## src/rtl/bus_arbiter_rr_if.sv

```systemverilog
// Shared-bus signal bundle between four requesters and the round-robin arbiter.
// The master side drives requests and source data; the slave side drives grant, select and bus.
interface bus_arbiter_rr_if #(
    parameter int N = 8
);
    logic [3:0]   req;
    logic [N-1:0] d0;
    logic [N-1:0] d1;
    logic [N-1:0] d2;
    logic [N-1:0] d3;
    logic [3:0]   grant;
    logic [1:0]   sel;
    logic [N-1:0] bus_out;
    logic         busy;
    logic         timeout;

    modport master (
        output req, d0, d1, d2, d3,
        input  grant, sel, bus_out, busy, timeout
    );

    modport slave (
        input  req, d0, d1, d2, d3,
        output grant, sel, bus_out, busy, timeout
    );
endinterface

```

## src/rtl/bus_arbiter_rr.sv

```systemverilog
// Round-robin arbiter with hold limit and registered bus driver for four requesters.
// grant, sel, bus_out and timeout are all registered and track the same cycle.
module bus_arbiter_rr #(
    parameter int N        = 8,
    parameter int MAX_HOLD = 16
) (
    input  logic          clk,
    input  logic          rst,
    bus_arbiter_rr_if.slave bus
);
    localparam int HW = $clog2(MAX_HOLD) + 1;
    localparam logic [HW-1:0] HOLD_LAST = HW'(MAX_HOLD - 1);

    typedef enum logic {
        IDLE,
        GRANT
    } state_t;

    state_t        r_state;
    logic [1:0]    r_owner;
    logic [1:0]    r_last;
    logic [HW-1:0] r_hold;
    logic [3:0]    r_grant;
    logic [1:0]    r_sel;
    logic [N-1:0]  r_bus;
    logic          r_busy;
    logic          r_timeout;

    state_t        w_state_nxt;
    logic [1:0]    w_owner_nxt;
    logic [1:0]    w_last_nxt;
    logic [HW-1:0] w_hold_nxt;
    logic          w_timeout_nxt;
    logic [3:0]    w_others;
    logic [2:0]    w_pick_idle;
    logic [2:0]    w_pick_oth;
    logic [3:0]    w_grant_nxt;
    logic [1:0]    w_sel_nxt;
    logic [N-1:0]  w_bus_nxt;
    logic          w_busy_nxt;

    // Returns {found, index}; scan starts just after base and wraps, base itself last.
    function automatic logic [2:0] f_pick(input logic [3:0] mask, input logic [1:0] base);
        logic [2:0] res;
        logic [1:0] idx;
        res = '0;
        for (int unsigned k = 1; k <= 4; k++) begin
            idx = base + 2'(k);
            if (!res[2] && mask[idx]) begin
                res = {1'b1, idx};
            end
        end
        return res;
    endfunction

    assign w_others    = bus.req & ~(4'b0001 << r_owner);
    assign w_pick_idle = f_pick(bus.req, r_last);
    assign w_pick_oth  = f_pick(w_others, r_owner);

    always_ff @(posedge clk or posedge rst) begin
        if (rst) begin
            r_state   <= IDLE;
            r_owner   <= '0;
            r_last    <= 2'd3;
            r_hold    <= '0;
            r_grant   <= '0;
            r_sel     <= '0;
            r_bus     <= '0;
            r_busy    <= 1'b0;
            r_timeout <= 1'b0;
        end else begin
            r_state   <= w_state_nxt;
            r_owner   <= w_owner_nxt;
            r_last    <= w_last_nxt;
            r_hold    <= w_hold_nxt;
            r_grant   <= w_grant_nxt;
            r_sel     <= w_sel_nxt;
            r_bus     <= w_bus_nxt;
            r_busy    <= w_busy_nxt;
            r_timeout <= w_timeout_nxt;
        end
    end

    always_comb begin
        w_state_nxt   = r_state;
        w_owner_nxt   = r_owner;
        w_last_nxt    = r_last;
        w_hold_nxt    = r_hold;
        w_timeout_nxt = 1'b0;
        case (r_state)
            IDLE: begin
                w_hold_nxt = '0;
                if (w_pick_idle[2]) begin
                    w_state_nxt = GRANT;
                    w_owner_nxt = w_pick_idle[1:0];
                end
            end
            GRANT: begin
                if (!bus.req[r_owner]) begin
                    w_last_nxt = r_owner;
                    w_hold_nxt = '0;
                    if (w_pick_oth[2]) begin
                        w_owner_nxt = w_pick_oth[1:0];
                    end else begin
                        w_state_nxt = IDLE;
                    end
                end else if (r_hold == HOLD_LAST) begin
                    // A sole requester saturates here until someone else asks.
                    if (w_pick_oth[2]) begin
                        w_last_nxt    = r_owner;
                        w_owner_nxt   = w_pick_oth[1:0];
                        w_hold_nxt    = '0;
                        w_timeout_nxt = 1'b1;
                    end
                end else begin
                    w_hold_nxt = r_hold + HW'(1);
                end
            end
            default: w_state_nxt = IDLE;
        endcase
    end

    always_comb begin
        w_grant_nxt = '0;
        w_sel_nxt   = '0;
        w_bus_nxt   = '0;
        w_busy_nxt  = 1'b0;
        if (w_state_nxt == GRANT) begin
            w_grant_nxt = 4'b0001 << w_owner_nxt;
            w_sel_nxt   = w_owner_nxt;
            w_busy_nxt  = 1'b1;
            case (w_owner_nxt)
                2'd0:    w_bus_nxt = bus.d0;
                2'd1:    w_bus_nxt = bus.d1;
                2'd2:    w_bus_nxt = bus.d2;
                default: w_bus_nxt = bus.d3;
            endcase
        end
    end

    assign bus.grant   = r_grant;
    assign bus.sel     = r_sel;
    assign bus.bus_out = r_bus;
    assign bus.busy    = r_busy;
    assign bus.timeout = r_timeout;
endmodule

```

## src/flat_wrapper.sv

```systemverilog
// flat-port wrapper written by rule: the top's interface ports become plain ports
module bus_arbiter_rr_flat 
#(
    parameter int N        = 8,
    parameter int MAX_HOLD = 16
)
  (clk, rst, bus_req, bus_d0, bus_d1, bus_d2, bus_d3, bus_grant, bus_sel, bus_bus_out, bus_busy, bus_timeout);
  bus_arbiter_rr_if #(.N(N)) bus_i ();
  input  logic clk;
  input  logic rst;
  input wire logic [$bits(bus_i.req)-1:0] bus_req;
  input wire logic [$bits(bus_i.d0)-1:0] bus_d0;
  input wire logic [$bits(bus_i.d1)-1:0] bus_d1;
  input wire logic [$bits(bus_i.d2)-1:0] bus_d2;
  input wire logic [$bits(bus_i.d3)-1:0] bus_d3;
  output wire logic [$bits(bus_i.grant)-1:0] bus_grant;
  output wire logic [$bits(bus_i.sel)-1:0] bus_sel;
  output wire logic [$bits(bus_i.bus_out)-1:0] bus_bus_out;
  output wire logic [$bits(bus_i.busy)-1:0] bus_busy;
  output wire logic [$bits(bus_i.timeout)-1:0] bus_timeout;
  assign bus_i.req = bus_req;
  assign bus_i.d0 = bus_d0;
  assign bus_i.d1 = bus_d1;
  assign bus_i.d2 = bus_d2;
  assign bus_i.d3 = bus_d3;
  assign bus_grant = bus_i.grant;
  assign bus_sel = bus_i.sel;
  assign bus_bus_out = bus_i.bus_out;
  assign bus_busy = bus_i.busy;
  assign bus_timeout = bus_i.timeout;
  bus_arbiter_rr #(.N(N), .MAX_HOLD(MAX_HOLD)) u_core (.clk(clk), .rst(rst), .bus(bus_i));
endmodule
```

## config.mk

```make
export PLATFORM = sky130hd
export DESIGN_NAME = bus_arbiter_rr_flat
export DESIGN_NICKNAME = d
export VERILOG_FILES = /design/src/rtl/bus_arbiter_rr_if.sv /design/src/rtl/bus_arbiter_rr.sv /design/src/flat_wrapper.sv
export SDC_FILE = /design/constraint.sdc
export NUM_CORES = 1
export LEC_CHECK = 0
export ABC_AREA = 1
export CAP_MARGIN = 20
export CORE_ASPECT_RATIO = 0.6
export CORE_UTILIZATION = 45
export DETAILED_ROUTE_END_ITERATION = 10
export DONT_BUFFER_PORTS = 1
export PLACE_DENSITY = 0.57
export SETUP_SLACK_MARGIN = 0.05
export SYNTH_ARGS = -nofsm -noshare
export SYNTH_HDL_FRONTEND = slang
export SYNTH_SLANG_ARGS = --single-unit
```

## constraint.sdc

```tcl
create_clock -name clk -period 3.2 [get_ports clk]
set_clock_uncertainty 0.2 [all_clocks]
set_input_delay 0.64 -clock clk [delete_from_list [all_inputs] [get_ports clk]]
set_output_delay 0.64 -clock clk [all_outputs]
set_load 0.05 [all_outputs]
```

==> flow_summary.toml, run 1 <==
[layout]
final_core_util = 0.4992
fillers = 411
fin_area_mm2 = 0.001879
antenna_cells = 0
drive_above_1_share = 0.1288
finalNetCount = 308
syn2layout_area_growth_pct = 3.586

[clock_tree]
cts_tree = "built"
numCtsBuffers = 3
clkSlewWorstSetupHoldPaths_ps = 90
clockBufferDepth = 2
clock_sinks = 25
postCtsHoldBufs = 0
clock_latency_ps = 270
cts_root_buf = "clkbuf_8"
cts.repair.resized = 0
postCtsSetupBuffers = 0
htree_levels = 1

[timing]
max_slew.worst_pin.slew_ps = 937.6
fmaxAchievable_mhz = 346.1
maxSlewHeadroom = 0.3743
layout_min_cycle_time_ps = 2890
holdWs_ps = 262.5
final.setup.tns_ps = 0
timing.final.crit_share = 0.9030
finalSetupViolCount = 0
hold_viol = 0
rsz0062_at_grt = "false"
drv_slew = 0

[die]
die_h_um = 51.19
design.core.area_mm2 = 0.003765
core.rowCount = 17
die_w_um = 83.97
initial_core_util = 0.4819
ios = 54
die_area_mm2 = 0.004298

[drt]
drt_iter0_markers = 85
vias_per_cell = 5.141
wl_per_cell_um = 13.13
drc_errors = 0
first_pass_iters = 4
antenna_left = 0
routed_wl_um = 4084
vias = 1599

[synth]
synth_seq_cells = 25
synth.yosys.seq_area_share = 0.3462
postSynthAreaPerCell_um2 = 6.898
ys_warn_count = 0
syn_nets = 306
synth_cell_type_count = 28
syn_inst = 263
netlist_area_mm2 = 0.001814

[worst_setup_path]
cp-start-kind = "flop"
max_stage_delay_ps = 520
worstPathArrival_ps = 2850
path_buf_inv = 2
cp_slowest_cell = "dfrtp_1"
worst-path-max-fanout = 20
path_class = "flop to flop"
crit_required_ps = 3160
cp_top_family = "simple AND/OR/NAND/NOR gates"
cp-end-kind = "flop"
path_cells = "inv_2 -> ha_1 -> inv_1 -> nand3_1 -> o21ai_0 -> o21ai_1 -> nand3_1 -> nand3_2 -> nand2_4 -> nand2_1 -> o21ai_0 -> nor2_1"
timing.reg2reg.setup_slack_ps = 310

[grt]
grt_pass1_wl_um = 6810
grt_usage = 0.2054
grt_max_degree = 26
antenna_found_initial = 0
grt_overflow = 0
grt_pass1_vias = 1405

[worst_hold_path]
min_path_type = "input port to asynchronous set/reset pin"

[placed_design]
dpl_cell_area_mm2 = 0.001831
dp_hpwl_um = 3171
io_buffer_count = 0
place_congestion = 0.8743

[job]
drv_cap = 0

[run_status]
status = "finished clean"
==> cell usage after synthesis (all sizes together) <==
master,instances,area (um^2)
ha,5,62.56
nor2,25,103.9
o21ai,16,80.07
nand3b,3,22.52
o21a,1,8.760
nand4,7,43.79
inv,32,120.1
nor3,4,25.02
dfrtp,23,575.6
nor4,2,12.51
dfstp,2,52.55
a21oi,7,35.03
nand2,88,360.4
o31ai,1,7.510
buf,6,65.06
xor2,1,8.760
nand3,40,230.2
==> routing by layer <==
| metal | up-vias | global-route usage | part of all wire |
|---|---|---|---|
| met4 | 0 | 0.03448 | 0.0042 |
| met3 | 2 | 0.05654 | 0.058 |
| met5 | - | 0 | 0 |
| li1 | 853 | - | - |
| met2 | 41 | 0.2842 | 0.38 |
| met1 | 703 | 0.3159 | 0.56 |
==> placed cells by master (no fill, tap or decap), types with 2 or more instances in the layout <==
| cell type | n |
|---|---|
| nand2_1 | 80 |
| nand3_1 | 34 |
| inv_1 | 25 |
| nor2_1 | 23 |
| dfrtp_1 | 23 |
| o21ai_0 | 11 |
| inv_2 | 7 |
| a21oi_1 | 7 |
| nand4_1 | 7 |
| nand2_2 | 6 |
| nand3_2 | 6 |
| o21ai_1 | 5 |
| ha_1 | 5 |
| nand3b_1 | 3 |
| nor3_1 | 3 |
| clkbuf_8 | 3 |
| buf_4 | 3 |
| nor4_1 | 2 |
| nand2_4 | 2 |
| dfstp_2 | 2 |
==> registers in the layout, summed over array words and instances, names as in the netlist <==
| name | cells |
|---|---|
| u_core.bus.grant | 4 |
| u_core.bus.busy | 1 |
| u_core.bus.bus_out | 8 |
| u_core.bus.sel | 2 |
| u_core.bus.timeout | 1 |
| u_core.r_hold | 5 |
| u_core.r_owner | 2 |
| u_core.r_last | 2 |
==> path summary, 6_finish.rpt <==
path                       cells past startpoint                     to               from
max in group asynchronous                      1        u_core.bus.busy                rst
min in group clk                               1       u_core.r_hold[0]   u_core.r_hold[0]
setup / recovery                              12  u_core.bus.bus_out[0]  u_core.r_owner[1]
hold reg to reg                                1       u_core.r_hold[0]   u_core.r_hold[0]
setup reg to reg                              12  u_core.bus.bus_out[0]  u_core.r_owner[1]
hold / removal                                 1  u_core.bus.bus_out[4]                rst
==> worst register-to-register path: cells and delay by family (launching register included) <==
| kind | cells | cell delay [ps] |
|---|---|---|
| AND/OR/NAND/NOR | 6 | 1000 |
| flip-flops | 1 | 520 |
| AO/OA/AOI/OAI | 3 | 470 |
| adder cells (fa/ha/maj) | 1 | 300 |
| buffers and inverters | 2 | 280 |
==> logic make-up (layout without fill, tap and decap cells) <==
family,count (synthesis),after routing,share of synthesized area
simple gates,169,169,0.4400
buf+inv,38,39,0.1021
xor+xnor,1,1,0.004828
flops,25,25,0.3462
fa+ha+maj,5,5,0.03448
compound gates,25,25,0.07241
==> area by class of cell <==
class	count	area, um^2	area share
multi-input cells	200	1001	0.5326
clock buffers	3	41.29	0.02197
clock inverters	1	7.507	0.003995
inverters	32	120.1	0.06391
flip-flops and latches	25	628.1	0.3342
well taps	47	58.81	0.03129
repair buffers	3	22.52	0.01198
==> metrics by stage <==
step           setup WS [ps]  std cells
2_1_floorplan          907.0        263
3_3_place_gp           406.1        307
3_5_place_dp           344.8        307
4_1_cts                336.6        311
5_1_grt                98.13        311
6_report               310.3        311
Power of run 1 is not shown: default switching activity piles up to over one toggle a cycle in this logic, so the estimate is an artifact.
==> inputs of run 2 (changes only) <==
- ABC_AREA: 1 -> 0
==> flow_summary.toml, run 2 <==
[run_status]
status = "finished clean"

[drt]
vias = 1201
wl_per_cell_um = 16.46
vias_per_cell = 5.975
drc_errors = 0
antenna_left = 0
first_pass_iters = 4
drt_iter0_markers = 60
routed_wl_um = 3309

[synth]
synthXorXnorAreaFrac = 0.005356
postSynthAreaPerCell_um2 = 11.12
netlist_area_mm2 = 0.001635
synth.most_common_cell = "dfrtp_1"
synth.yosys.seq_area_share = 0.3841
synthAdderAreaFrac = 0.03826
synthMuxAreaShare = 0.1974
synth_ff_type = "dfrtp_1"
synthTopCellsByArea = "dfrtp_1 35%, mux2_4 13%, a22o_1 4.3%"
synth_edf_count = 0
async_flop_share = 1.000
synth_cell_type_count = 47
syn_inst = 147
synth_common_cells = "23 x dfrtp_1, 14 x mux2_4, 11 x nor2_1, 8 x a22o_1"
synth_seq_cells = 25
synth_top_area_frac = 0.3520
synth_top_family_by_area = "multiplexers"
synth_compound_area_frac = 0.1653
syn_nets = 190
synth_area_leader_cell = "dfrtp_1"
ys_warn_count = 0
synth-simple-area-share = 0.1721

[layout]
finalNetCount = 200
multi_input_area_um2 = 945.9
syn2layout_area_growth_pct = 10.41
layout_common_cells = "21 x dfrtp_1, 14 x mux2_4, 11 x nor2_1, 8 x a22o_1"
fin_area_mm2 = 0.001805
drive_above_1_share = 0.2885
final_cell_count_no_fill = 201
antenna_cells = 0
regArea_um2 = 630.6
largest_register_ffs = 8
layout_commonest_cell = "dfrtp_1"
fillers = 292

[timing]
holdWs_ps = 307.9
finalSetupViolCount = 0
timing.final.crit_share = 0.9453
fmaxAchievable_mhz = 330.6
maxSlewHeadroom = 0.4572
layout_min_cycle_time_ps = 3025
hold_viol = 0
max_slew.worst_pin.slew_ps = 806.7
final.setup.tns_ps = 0
drv_slew = 0
rsz0062_at_grt = "false"

[die]
initial_core_util = 0.4862
ios = 54
design.core.area_mm2 = 0.003363
die_area_mm2 = 0.003887
core.rowCount = 16
die_h_um = 48.70
die_w_um = 79.83

[worst_setup_path]
timing.reg2reg.setup_slack_ps = 170
max_stage_delay_ps = 500
worstPathArrival_ps = 2980
cp-start-kind = "flop"
path_class = "flop to flop"
path_cells = "inv_1 -> ha_1 -> nand2b_1 -> mux4_2 -> o2111ai_2 -> o311ai_1 -> nor2_2 -> buf_4 -> mux2_4 -> a22o_1"
crit_required_ps = 3150
cp-end-kind = "flop"
worst-path-max-fanout = 6
cp_slowest_cell = "mux4_2"

[clock_tree]
htree_levels = 1
clockBufferDepth = 2
clkSlewWorstSetupHoldPaths_ps = 80
cts_tree = "built"
cts_root_buf = "clkbuf_8"
clock_latency_ps = 260
numCtsBuffers = 3
clock_sinks = 25

[power_and_ir_drop]
p_leak_nw = 0.8040
ir_drop_mv = 0.6353
pwr_density_cell_mw_per_mm2 = 1314

[grt]
antenna_found_initial = 0
grt_pass1_wl_um = 5402
grt_pass1_vias = 1139
grt_usage = 0.1824
grt_overflow = 0
grt_max_degree = 26

[worst_hold_path]
min_path_type = "flop to flop"

[placed_design]
dp_cells = 194
dpl_cell_area_mm2 = 0.001705
dp_hpwl_um = 2678
io_buffer_count = 0
place_congestion = 0.9383

[job]
drv_cap = 0
==> run 2: cell count changes in the layout (fill, tap and decap cells not counted), moves of 6 or more <==
cell     delta
mux2_4     +14
nand3_2     -6
nand4_1     -7
a21oi_1     -6
nand3_1    -30
nor2b_1     +6
nand2_2     -6
a22o_1      +8
o21ai_0    -10
nand2_1    -73
inv_1      -20
nor2_1     -12
==> run 2: power breakdown <==
part | switching (mW) | internal, mW | total, mW
combinational | 0.658 | 0.695 | 1.35
clock | 0.0901 | 0.0868 | 0.177
sequential | 0.380 | 0.462 | 0.842
total | 1.13 | 1.24 | 2.37
==> run 2: worst max-delay path, delay by kind of cell (launching register included) <==
| family | cells | cell delay (ps) |
|---|---|---|
| adders and majority gates | 1 | 200 |
| DFF | 1 | 430 |
| AOI/OAI and AO/OA | 3 | 560 |
| muxes | 2 | 800 |
| and+or+nand+nor | 2 | 440 |
| buffers and inverters | 2 | 290 |
==> run 2: metal layers <==
layer | up-vias | wire [um] | global-route usage
met2 | 52 | 1404 | 0.2407
met1 | 583 | 1591 | 0.2830
met4 | 0 | 41 | 0.03869
met5 | - | 0 | 0
met3 | 4 | 272 | 0.06226
li1 | 562 | - | -
==> run 2: cell families after synthesis <==
logic type | Yosys count
simple gates | 51
compound gates | 32
flops | 25
mux | 21
buf+inv | 12
fa+ha+maj | 5
xor+xnor | 1
==> run 2: repair_timing <==
action                     4_1_cts  5_1_grt
hold endpoints to repair         0        1
hold buffers                     0        1
gates resized for setup          0        5
setup endpoints to repair        0        8
buffers inserted                 0        1
==> run 2: cell type report <==
cell class | instances | share of cell area
multi-input cells | 110 | 0.5239
clock inverters | 1 | 0.002772
repair buffers | 9 | 0.05198
clock buffers | 3 | 0.02287
flip-flops and latches | 25 | 0.3493
well taps | 45 | 0.03119
inverters | 8 | 0.01802
==> run 2: per-stage QoR <==
step                        util  total power [mW]  setup slack, ps
after floorplan                -             1.943            125.9
after global placement    0.5071             2.135            173.6
after detailed placement  0.5071             2.167            102.4
after CTS                 0.5208             2.352            82.86
after global routing      0.5368             2.543            64.04
final                     0.5368             2.373            174.9
==> run 2: worst paths after layout <==
kind / from / end / cells after the start
worst max-delay path: u_core.r_owner[1] / u_core.bus.bus_out[4] / 10
min in group asynchronous: rst / u_core.bus.bus_out[1] / 2
worst min register to register: u_core.r_hold[4] / u_core.r_hold[4] / 2
worst min-delay path: u_core.r_hold[4] / u_core.r_hold[4] / 2
max in group asynchronous: rst / u_core.r_last[1] / 3
worst max register to register: u_core.r_owner[1] / u_core.bus.bus_out[4] / 10
No activity file was read; power rests on OpenSTA's default activity.
==> inputs of run 3 (changes only) <==
- GPL_ROUTABILITY_DRIVEN: unset -> 0
- SLEW_MARGIN: unset -> 30
==> flow_summary.toml, run 3 (synthesis results as in run 2) <==
[run_status]
status = "finished clean"

[power_and_ir_drop]
pwr_density_cell_mw_per_mm2 = 1341
p_seq_frac = 0.355
combPwrFrac = 0.571
clkPwrFrac = 0.074
switchingPower_mw = 1.131
intPower_mw = 1.240
swShare = 0.4771
ir_drop_mv = 0.6350
p_leak_nw = 0.7861

[layout]
antenna_cells = 0
layout_commonest_cell = "dfrtp_1"
syn2layout_area_growth_pct = 8.110
layout_common_cells = "21 x dfrtp_1, 14 x mux2_4, 11 x nor2_1, 8 x a22o_1"
finalNetCount = 198
largest_register_ffs = 8
drive_above_1_share = 0.2922

[worst_setup_path]
timing.reg2reg.setup_slack_ps = 170
cp_slowest_cell = "mux4_2"
worstPathArrival_ps = 2980
max_stage_delay_ps = 500
path_cells = "inv_1 -> ha_1 -> nand2b_1 -> mux4_2 -> o2111ai_2 -> o311ai_1 -> nor2_2 -> buf_4 -> mux2_4 -> a22o_1"
worst-path-max-fanout = 6
timing.rr.start = "u_core.r_owner[1]"
cp-end-kind = "flop"
startpoint = "u_core.r_owner[1]"
reg2reg_to = "u_core.bus.bus_out[4]"
cp_top_family = "multiplexers"
rr_worst_depth = 10
crit_required_ps = 3150
path_buf_inv = 2
cp-start-kind = "flop"
worstSetupPathDepth = 10
path_class = "flop to flop"
cp-endpoint = "u_core.bus.bus_out[4]"

[placed_design]
dp_hpwl_um = 2678
io_buffer_count = 0
place_ws_ps = 102.4

[timing]
hold_viol = 0
fmaxAchievable_mhz = 330.5
layout_min_cycle_time_ps = 3026
finalSetupViolCount = 0
drv_slew = 0
max_slew.worst_pin.slew_ps = 800.9
fin_ws_ps = 174.0
maxSlewHeadroom = 0.4612
timing.final.crit_share = 0.9456
rsz0062_at_grt = "false"
final.setup.tns_ps = 0

[grt]
antenna_found_initial = 0
grt_usage = 0.1824
grt_max_degree = 26
grt_pass1_wl_um = 5402
grt_overflow = 0
grt_pass1_vias = 1139

[drt]
first_pass_iters = 4
routed_wl_um = 3286
vias = 1169
drc_errors = 0
vias_per_cell = 5.874
drt_iter0_markers = 58
wl_per_cell_um = 16.51
antenna_left = 0

[clock_tree]
cts_root_buf = "clkbuf_8"
clock_latency_ps = 260
clkSlewWorstSetupHoldPaths_ps = 80
clock_sinks = 25
clockBufferDepth = 2
numCtsBuffers = 3
cts_tree = "built"
postCtsHoldBufs = 0
htree_levels = 1

[die]
die_w_um = 79.83
die_area_mm2 = 0.003887
core.rowCount = 16
design.core.area_mm2 = 0.003363
initial_core_util = 0.4862
ios = 54
die_h_um = 48.70

[job]
drv_cap = 0

[worst_hold_path]
min_path_type = "input port to asynchronous set/reset pin"
[run 3: through the flow]
step / utilization / instance area (um^2) / hold slack [ps] / power (mW) / instances
5_1_grt: 0.5257 / 1768 / 124.1 / 2.538 / 199
4_1_cts: 0.5208 / 1752 / 288.0 / 2.352 / 198
3_3_place_gp: 0.5071 / 1705 / 279.2 / 2.135 / 194
6_report: 0.5257 / 1768 / 82.96 / 2.371 / 199
2_1_floorplan: - / 1635 / 259.7 / 1.943 / 147
3_5_place_dp: 0.5071 / 1705 / 296.0 / 2.167 / 194
[run 3: repair_timing]
action	in CTS	in global routing
gates resized for setup	0	5
setup buffers	0	1
setup endpoints to repair	0	8
[run 3: power groups by stage]
| stage | Sequential [mW] | Combinational (mW) | Clock (mW) |
|---|---|---|---|
| 4_1_cts | 0.846 | 1.32 | 0.183 |
| 5_1_grt | 0.860 | 1.48 | 0.200 |
| 3_5_place_dp | 0.851 | 1.32 | 0 |
| 2_1_floorplan | 0.838 | 1.11 | 0 |
| 3_3_place_gp | 0.848 | 1.29 | 0 |
| 6_report | 0.842 | 1.35 | 0.176 |
[run 3: area by class of cell]
type                            instances  area (um^2)
Clock inverter                          1        5.005
Inverter                                8        32.53
Fill cell                             297         1595
Timing Repair Buffer                    7        56.30
Tap cell                               45        56.30
Clock buffer                            3        41.29
Sequential cell                        25        630.6
Multi-Input combinational cell        110        945.9
[run 3: how the worst min path moves through the flow]
stage / from / end / slack [ps]
6_report: rst / u_core.bus.bus_out[1] / 80
5_1_grt: rst / u_core.bus.bus_out[1] / 120
4_1_cts: rst / u_core.bus.bus_out[5] / 290
3_5_place_dp: u_core.r_hold[4] / u_core.r_hold[4] / 300
3_3_place_gp: u_core.r_hold[4] / u_core.r_hold[4] / 280
2_1_floorplan: u_core.r_hold[4] / u_core.r_hold[4] / 260
[run 3: routing by layer]
metal  global-route usage  vias up  wire length [um]  share of wire
met4              0.03869        0                41          0.012
li1                     -      559                 -              -
met3              0.06226        4               234          0.071
met5                    0        -                 0              0
met1               0.2830      558              1647           0.50
met2               0.2407       48              1363           0.41
